$ cat src/rtl/axis_cdc_handshake_rx.sv
`default_nettype none
// ============================================================================
// axis_cdc_handshake_rx : toggle req/ack CDC receiver feeding an AXI-Stream FIFO
// Revision: 1.0
// ============================================================================
module axis_cdc_handshake_rx #(
  parameter int DATA_WIDTH = 8,
  parameter int DEPTH      = 2,
  parameter int CNT_W      = $clog2(DEPTH) + 1
) (
  input  logic                  i_new_clk,
  input  logic                  i_reset_n,
  input  logic                  i_req_sync,
  input  logic [DATA_WIDTH-1:0] i_data,
  output logic                  o_ack_toggle,
  output logic [DATA_WIDTH-1:0] o_tdata,
  output logic                  o_tvalid,
  input  logic                  i_tready,
  output logic [CNT_W-1:0]      o_count
);

  localparam int               PTR_W      = $clog2(DEPTH);
  localparam logic [CNT_W-1:0] c_DEPTH    = CNT_W'(DEPTH);
  localparam logic [CNT_W-1:0] c_CNT_ONE  = CNT_W'(1);
  localparam logic [PTR_W-1:0] c_PTR_ONE  = PTR_W'(1);

  logic [DATA_WIDTH-1:0] r_mem [DEPTH];
  logic [PTR_W-1:0]      r_wr_ptr;
  logic [PTR_W-1:0]      r_rd_ptr;
  logic [CNT_W-1:0]      r_count;
  logic                  r_req_seen;
  logic                  r_ack;

  logic w_valid;
  logic w_full;
  logic w_pending;
  logic w_pop;
  logic w_push;

  assign w_valid   = (r_count != '0);
  assign w_full    = (r_count == c_DEPTH);
  // A new word is waiting whenever the synchronized toggle differs from the last one consumed.
  assign w_pending = i_req_sync ^ r_req_seen;
  assign w_pop     = w_valid & i_tready;
  assign w_push    = w_pending & (~w_full | w_pop);

  always_ff @(posedge i_new_clk or negedge i_reset_n) begin
    if (!i_reset_n) begin
      r_wr_ptr   <= '0;
      r_rd_ptr   <= '0;
      r_count    <= '0;
      r_req_seen <= 1'b0;
      r_ack      <= 1'b0;
    end else begin
      if (w_push) begin
        r_wr_ptr   <= r_wr_ptr + c_PTR_ONE;
        r_req_seen <= i_req_sync;
        r_ack      <= ~r_ack;
      end
      if (w_pop) begin
        r_rd_ptr <= r_rd_ptr + c_PTR_ONE;
      end
      case ({w_push, w_pop})
        2'b10:   r_count <= r_count + c_CNT_ONE;
        2'b01:   r_count <= r_count - c_CNT_ONE;
        default: r_count <= r_count;
      endcase
    end
  end

  // Storage is left uninitialised; the read mux is gated so empty reads show zero.
  always_ff @(posedge i_new_clk) begin
    if (w_push) begin
      r_mem[r_wr_ptr] <= i_data;
    end
  end

  assign o_tdata      = w_valid ? r_mem[r_rd_ptr] : '0;
  assign o_tvalid     = w_valid;
  assign o_count      = r_count;
  assign o_ack_toggle = r_ack;

endmodule
`default_nettype wire

$ cat config.mk
export PLATFORM = sky130hd
export DESIGN_NAME = axis_cdc_handshake_rx
export DESIGN_NICKNAME = d
export VERILOG_FILES = /design/src/rtl/axis_cdc_handshake_rx.sv
export SDC_FILE = /design/constraint.sdc
export NUM_CORES = 1
export LEC_CHECK = 0
export BUFFER_PORTS_ARGS = -buffer_cell sky130_fd_sc_hd__buf_2
export CAP_MARGIN = 20
export CORE_MARGIN = 2
export CORE_UTILIZATION = 53
export CTS_CLUSTER_SIZE = 30
export DETAILED_ROUTE_END_ITERATION = 12
export GPL_ROUTABILITY_DRIVEN = 0
export GPL_TIMING_DRIVEN = 0
export HOLD_SLACK_MARGIN = 0.15
export PLACE_DENSITY = 0.86
export SKIP_LAST_GASP = 1
export SYNTH_ARGS = -nofsm -noshare
export SYNTH_HDL_FRONTEND = slang
export SYNTH_SLANG_ARGS = --single-unit
export TNS_END_PERCENT = 10
$ cat constraint.sdc
create_clock -name i_new_clk -period 4.6 [get_ports i_new_clk]
set_clock_uncertainty 0.15 [all_clocks]
set_input_delay 0.69 -clock i_new_clk [delete_from_list [all_inputs] [get_ports i_new_clk]]
set_output_delay 0.69 -clock i_new_clk [all_outputs]
set_load 0.01 [all_outputs]
==> results by stage, run 1 <==
Run status:
- The flow ran to the end, and the final reports show no timing, DRC or antenna violations.

STA:
- The final count of pins violating max slew is 0.
- Across all setup checks in the final design, the least slack found is 2460 ps.
- The number of endpoints with negative hold slack in the final report came to 0.
- At the pin with the least slew margin, the transition time is 439 ps.
- The upper clock frequency limit is 468 MHz.
- The final sum of negative setup slack is 0 ps.
- The total of endpoints with negative setup slack in the final report is 0.
- The portion of the clock cycle consumed by the worst path in the final layout is 0.464.
- The final critical-path required period is 2140 ps.
- Setup repair after global routing left no endpoint under its margin.
- The max-slew headroom at the worst pin is 0.705.

Power and ir drop:
- Power comes to 691 uW.
- The worst supply voltage drop on vdd is 0.350 mV.
- In this run the static leakage power is 0.000466 uW.
- The power per cell area is 647 mW/mm^2.

Synth:
- The number of synthesized flops with an enable pin is 16.
- The register bit total from synthesis is 22.
- The commonest cells after synthesis are edfxtp_1, nor2_1, mux2i_1.
- In this run the cell area of the synthesized design comes to 892 sq um.
- The portion of synthesized area spent on multiplexers is 0.102.
- The synthesized area per cell is 15.7 sq um.
- Sorting the synthesized cells by area gives the leading types as edfxtp_1, dfrtp_1, mux2i_1.
- Of the total synthesized cell area, the portion taken by full adders, half adders and majority gates is 0.0140.
- Synthesis produced a netlist whose cell count is 57.
- The main combinational cell family by area after synthesis is multiplexers.
- The number of nets in the synthesized netlist is 70.
- In the synthesized netlist the dominant register cell turns out to be edfxtp_1.
- The cell taking the most area after synthesis is edfxtp_1.
- The number of unique standard cell types used by synthesis is 17.
- Yosys printed 0 warnings.
- Among all cell types in the netlist, the one instantiated most often is edfxtp_1.
- The async set-or-reset flop fraction in the synthesized netlist is 0.273.
- The post-synthesis share of cell area spent on xor and xnor gates is 0.0687.
- The share of the Yosys chip area taken by registers is 0.707.
- The fraction of post-synthesis cell area in the top cell type by area is 0.539.
- Of the total synthesized cell area, the portion taken by AND, OR, NAND and NOR gates is 0.0940.
- The share of the synthesized area in compound gates (AO/OA/AOI/OAI) is 0.

Setup path:
- For the worst setup path, the data arrival time is 1300 ps.
- The startpoint of the worst register-to-register path is o_count[1].
- Of all nets on the critical path, the largest fanout is 9.
- The delay of the slowest critical-path stage is 330 ps.
- The kind of cell with the highest combined delay on the critical path is buffers and inverters.
- The endpoint kind of the worst setup timing path is a primary output.
- Walking the worst path, the cells encountered are buf_2 -> mux2i_1 -> nor2_1 -> buf_2.
- The critical path start-end classification is register to primary output.
- The category of the worst setup path launch point is a register.
- In this run the worst setup path begins at r_rd_ptr.
- The most used cell along the critical path is buf_2.
- The slowest cell on the critical path is dfrtp_1.
- The count of buffer and inverter cells on the critical path is 2.
- STA puts the critical path data required time at 3760 ps.

Routing:
- The total vias in the final route is 507.
- The iteration-0 DRC count of the detailed router is 11.
- The count of nets left with antenna violations once routing finished came out at 0.
- The DRC violation count after routing is 0.
- In the final routed layout, each cell accounts on average for 13.3 um.
- Using the TritonRoute via totals, the vias-per-cell ratio works out to 4.97.
- The pre-antenna-repair detailed-routing pass consisted of 4 iterations.
- The total wire length after detailed routing is 1.36 mm.

Final layout:
- The count of nets after finishing is 100.
- Fill cells in the final layout number 119.
- The final standard cell utilization of the core is 0.693.
- The final antenna diode count is 0.
- In the final layout, the share of cells above drive strength 1 is 0.384.
- The layout overhead on the synthesized area is 19.8%.
- The count of non-filler cells in the finished layout is 102.
- In the final layout, flip-flops and latches occupy 631 sq um.
- The footprint of the multi-input gates is 249 sq um.

Placed design:
- The number of cells after detailed placement is 96.
- The HPWL after detailed placement is 940 um.
- Port buffering added 23 buffers.
- The pre-CTS setup slack is 2230 ps.

Clock tree:
- In this run the number of H-tree levels came out at 1.
- After clock tree synthesis, the clock-pin slew on the worst setup and hold paths is 110 ps.
- The longest clock path from root to sink contains 2 buffers.
- The clock tree from TritonCTS is done.
- The tree is rooted in a clkbuf_4.
- In this run, post-CTS repair resized a total of 0 instances.
- The TritonCTS sink count is 22.
- At the later pin of the worst-skew pair, clock insertion delay measures 290 ps.
- The number of buffers inserted by hold repair at cts is 1.
- Buffers added to address setup during post-CTS repair amount to 0.
- The CTS buffer count is 3.

Floorplan:
- The number of placed I/O pins is 24.
- The die covers 0.00203 sq mm.
- The die outline height is 45.0 um.
- The initialized floorplan defines 14 standard-cell rows.
- The initial utilization of the core area, before any placement, comes to 0.579.
- The core region area is 0.00154 sq mm.
- Measured along the x axis, the die boundary spans 45.0 um.

Hold path:
- In this run the worst hold path is classified as register to register.
- The startpoint identified for the worst hold timing path is o_ack_toggle.

Global routing:
- Entering global routing, the biggest net connects 13 pins.
- The number of antenna violations at the first check in global routing came to 0.
- The wire length of the first global-routing pass is 1.97 mm.
- Summed over all layers, the global routing overflow is 0.
- Across every metal layer, demand over resource in global routing totals 0.149.
- The via count of the first global-routing pass is 478.

Flow run:
- The tool flagged a number of max-cap violations equal to 0.
-- report_power, final --
| group | total, uW | leakage (uW) | internal, uW | switching (uW) |
|---|---|---|---|---|
| Clock | 85.8 | 0.0000150 | 33.7 | 52.1 |
| Combinational | 288 | 0.000232 | 127 | 161 |
| Sequential | 317 | 0.000219 | 284 | 33.7 |
| Total | 691 | 0.000466 | 444 | 247 |
-- path summary, 6_finish.rpt --
path                       cells past startpoint  slack [ps]            to
min reg2reg                                    1         320  o_ack_toggle
max                                            4        2460    o_tdata[4]
min in group asynchronous                      2         600      r_wr_ptr
max in group asynchronous                      2        3560      r_rd_ptr
min                                            1         320  o_ack_toggle
max reg2reg                                    3        2840   r_mem[0][6]
-- cell families (layout without fill, tap and decap cells) --
logic type / after synthesis / in the layout
xor gates and xnor gates: 7 / 7
adders and majority gates: 1 / 1
buffers and inverters: 3 / 32
DFF: 22 / 22
muxes: 9 / 9
and+or+nand+nor: 15 / 15
-- layout by cell type (no fill, tap or decap), drive strengths merged --
cell type,count
dlygate4sd3,1
xnor2,3
nor3b,1
mux2,1
xor2,4
nor2b,1
and2,1
dfrtp,6
nor3,1
clkbuf,4
nor2,11
inv,2
buf,25
ha,1
mux2i,8
edfxtp,16
-- state kept, by name, indices dropped and copies added, names as in the netlist --
register      count
r_wr_ptr          1
r_rd_ptr          1
o_count           2
o_ack_toggle      1
r_mem            16
r_req_seen        1
-- metal layers --
layer	part of all wire	wire length [um]	track usage	vias to the layer above
met3	0.061	83	0.0440	2
met5	0	0	0	-
met1	0.41	550	0.149	234
met4	0.011	15	0.106	0
li1	-	-	-	256
met2	0.52	707	0.260	15
-- final cells by class --
| class | instances | area share |
|---|---|---|
| repair buffers | 25 | 0.122 |
| well taps | 16 | 0.0187 |
| inverters | 2 | 0.00703 |
| multi-input cells | 32 | 0.233 |
| clock buffers | 4 | 0.0246 |
| plain buffers | 1 | 0.00468 |
| flip-flops and latches | 22 | 0.590 |
-- metrics by stage --
stage | hold slack (ps) | area (sq um)
final | 318 | 1070
after global routing | 364 | 1070
after CTS | 322 | 1060
after detailed placement | 302 | 1030
after global placement | 301 | 1030
after floorplan | 244 | 892
Power figures use the tool's default switching activity.
==> run 2, diff against run 1 <==
--- a/config.mk
+++ b/config.mk
@@ -8,13 +8,13 @@
 export BUFFER_PORTS_ARGS = -buffer_cell sky130_fd_sc_hd__buf_2
 export CAP_MARGIN = 20
 export CORE_MARGIN = 2
-export CORE_UTILIZATION = 53
+export CORE_UTILIZATION = 49
 export CTS_CLUSTER_SIZE = 30
 export DETAILED_ROUTE_END_ITERATION = 12
 export GPL_ROUTABILITY_DRIVEN = 0
 export GPL_TIMING_DRIVEN = 0
 export HOLD_SLACK_MARGIN = 0.15
-export PLACE_DENSITY = 0.86
+export PLACE_DENSITY = 0.81
 export SKIP_LAST_GASP = 1
 export SYNTH_ARGS = -nofsm -noshare
 export SYNTH_HDL_FRONTEND = slang
==> constraint.sdc (replaced) <==
create_clock -name i_new_clk -period 2.01 [get_ports i_new_clk]
set_clock_uncertainty 0.15 [all_clocks]
set_input_delay 0.3015 -clock i_new_clk [delete_from_list [all_inputs] [get_ports i_new_clk]]
set_output_delay 0.3015 -clock i_new_clk [all_outputs]
set_load 0.01 [all_outputs]
==> run 2 against run 1 <==
  * Utilization barely moved
  * Non-clock buffer count increased by 8
  * Critical endpoint is now r_mem[1][0]
  * Global-route usage increased by 1.7 points
  * Die area increased by 7.4%
  * Routed wire length up 18%
  * Via count rose by 10%
  * Clock power grew to 3.9 times the previous value
  * Flip-flop and latch count unchanged
==> results by stage, run 2 (same netlist as run 1, synthesis figures left out) <==
STA:
- For this run, the top clock speed supported by timing is 532 MHz.
- The worst path needs 1880 ps of the cycle, external delays included.
- The number of endpoints with negative hold slack in the final report is 0 (unchanged).
- The total of endpoints with negative setup slack in the final report came to 0 (unchanged).
- Setup repair after global routing missed its margin: no (unchanged).
- The max-slew headroom at the worst pin is 0.553 (was 0.705).
- The final sum of negative setup slack came to 0 ps (unchanged).
- The final count of pins violating max slew is 0 (unchanged).
- The pin slew with the least headroom to its limit is 667 ps (was 439 ps).
- Of the available clock period, the critical path in the final layout requires 0.936.

Final layout:
- The final antenna diode count is 0 (unchanged).
- The final standard cell utilization of the core is 0.693 (about the same).
- The layout overhead on the synthesized area is 34.1% (was 19.8%).
- Commonest cells after routing, fill and taps aside: buf_2, edfxtp_1, dlygate4sd3_1 (was buf_2, edfxtp_1, nor2_1).
- The count of nets after finishing was 108 (was 100).
- The fraction of layout cells with a size suffix above 1 is 0.362 (was 0.384).
- The number of fill cells is 139 (was 119).
- The top register by number of flip-flops is r_mem (unchanged).
- The most common library cell in the layout ignoring fill and taps is buf_2 (unchanged).
- The finished layout cell area is 0.00120 sq mm (was 0.00107 sq mm).
- The flip-flop count of the largest register, all copies and words added is 16 (unchanged).
- The count of non-filler cells in the finished layout is 119 (was 102).

Setup path:
- The depth of the worst register-to-register path is 6 (was 3).
- The endpoint kind of the worst setup timing path was a register (was primary output).
- The category of the worst setup path launch point is an input port (was register).
- The startpoint of the worst register-to-register path is o_count[0] (was o_count[1]).
- The launch point of the worst path is i_req_sync (was r_rd_ptr).
- The worst path arrival time is 1700 ps (was 1300 ps).
- The endpoint of the worst register-to-register path is o_count[1] (was r_mem[0][6]).
- The delay of the slowest critical-path stage is 530 ps (was 330 ps).
- The peak fanout along the critical path is 8 (was 9).
- The critical path start-end classification is input port to register (was register to primary output).
- The required time of the critical path was 1830 ps (was 3760 ps).
- The setup slack of the most critical reg-to-reg path is 260 ps (was 2840 ps).
- Worst path cell trace: dlygate4sd3_1 -> buf_2 -> xnor2_1 -> nor2_2 -> and2_1 (was buf_2 -> mux2i_1 -> nor2_1 -> buf_2).
- The slowest cell on the critical path is dlygate4sd3_1 (was dfrtp_1).

Hold path:
- The worst min-delay path category was input port to asynchronous set/reset pin (was register to register).

Power and ir drop:
- The total power was 1740 uW (was 691 uW).
- The leakage component of the power is 0.000513 uW (was 0.000466 uW).
- The worst supply voltage drop on vdd is 0.811 mV (was 0.350 mV).
- The power per cell area is 1450 mW/mm^2 (was 647 mW/mm^2).

Global routing:
- The wire length of the first global-routing pass is 2.37 mm (was 1.97 mm).
- The global router's overall resource usage is 0.166 (was 0.149).
- The pin count of the biggest net entering global routing is 14 (was 13).
- The total overflow reported by the global router is 0 (unchanged).
- The number of antenna violations at the first check in global routing was 0 (unchanged).
- The via count of the first global-routing pass is 569 (was 478).

Routing:
- The detail-routed via count per cell was 4.69 (was 4.97).
- The DRC violation count after routing came to 0 (unchanged).
- The iteration-0 DRC count of the detailed router is 5 (was 11).
- The number of antenna-violating nets in the routed design came to 0 (unchanged).
- The average wire length per cell after detail routing came to 13.5 um (was 13.3 um).
- The length of the first detailed-routing pass in iterations is 4 (unchanged).
- The total vias in the final route is 558 (was 507).
- The total wire length after detailed routing is 1.60 mm (was 1.36 mm).

Clock tree:
- The depth of the CTS H-tree is 1 (unchanged).
- The clock root buffer is clkbuf_4 (unchanged).
- The CTS buffer count came to 3 (unchanged).
- The clock slew at the register clock pins of the worst setup and hold paths is 120 ps (was 110 ps).
- The number of buffers inserted to repair setup after CTS is 0 (unchanged).
- The clock tree from TritonCTS is done (unchanged).
- The buffer levels on the longest clock path came to 2 (unchanged).
- The source-to-sink clock delay at the later pin of the worst-skew pair came to 300 ps (was 290 ps).
- The TritonCTS sink count was 22 (unchanged).

Floorplan:
- The area enclosed by the die boundary is 0.00218 sq mm (was 0.00203 sq mm).
- The starting density of the core is 0.517 (was 0.579).
- The die outline height came to 46.7 um (was 45.0 um).
- The number of placed I/O pins came to 24 (unchanged).
- The core region area is 0.00173 sq mm (was 0.00154 sq mm).
- The width of the chip is 46.7 um (was 45.0 um).
- The number of core rows is 15 (was 14).

Run status:
- Status: completed (unchanged).

Flow run:
- The max-cap check violation count is 0 (unchanged).

Placed design:
- The area after detailed placement is 0.00104 sq mm (was 0.00103 sq mm).
- The number of buffers added on ports is 23 (unchanged).
- The number of cells after detailed placement is 105 (was 96).
## run 2: changes by cell type in the layout (fill, tap and decap cells not counted), sizes merged
cell,before,now
buf,25,24
bufinv,0,1
clkbuf,4,3
dlygate4sd3,1,10
## run 2: critical path, delay by kind of cell
family	cells	cell delay [ps]
buffers and inverters	2	660
AND/OR/NAND/NOR	2	580
XOR/XNOR	1	150
## run 2: worst max path at each step
stage                       end  slack (ps)  cells past startpoint
global placement    r_mem[0][3]         -50                      2
finish              r_mem[1][0]         130                      5
global route         o_count[1]          30                      9
floorplan           r_mem[0][0]         180                      2
CTS                 r_mem[1][0]         120                      5
detailed placement  r_mem[0][1]        -130                      2
## run 2: layout make-up
class                      instances  area [sq um]  share of cell area
sequential                        22           631               0.527
multi-input combinational         32           254               0.212
timing repair buffer              33           215               0.180
tap                               25          31.3              0.0262
clock inverter                     1          30.0              0.0251
clock buffer                       3          22.5              0.0188
inverter                           2          7.51             0.00628
buffer                             1          5.00             0.00418
## run 2: stage by stage
step	setup WS [ps]	hold WS [ps]
after floorplan	180	-144
after global placement	-51.6	-20.1
after detailed placement	-126	-15.5
after CTS	121	188
after global routing	28.1	194
final	129	200
## run 2: where the power goes
group / total (uW) / internal (uW) / switching [uW]
Clock: 335 / 201 / 133
Combinational: 672 / 297 / 375
Sequential: 733 / 650 / 82.6
Total: 1740 / 1150 / 591
## run 2: what timing repair did
action / CTS / global route
setup endpoints to repair: 8 / 0
resized for setup: 1 / 0
hold endpoints to repair: 23 / 0
hold buffers: 10 / 0
## run 2: per-layer routing
layer,GRT usage,vias to the layer above,routed length (um)
met3,0.0314,4,51
met4,0.111,0,29
met1,0.162,266,611
li1,-,272,-
met2,0.311,16,912
met5,0,-,0
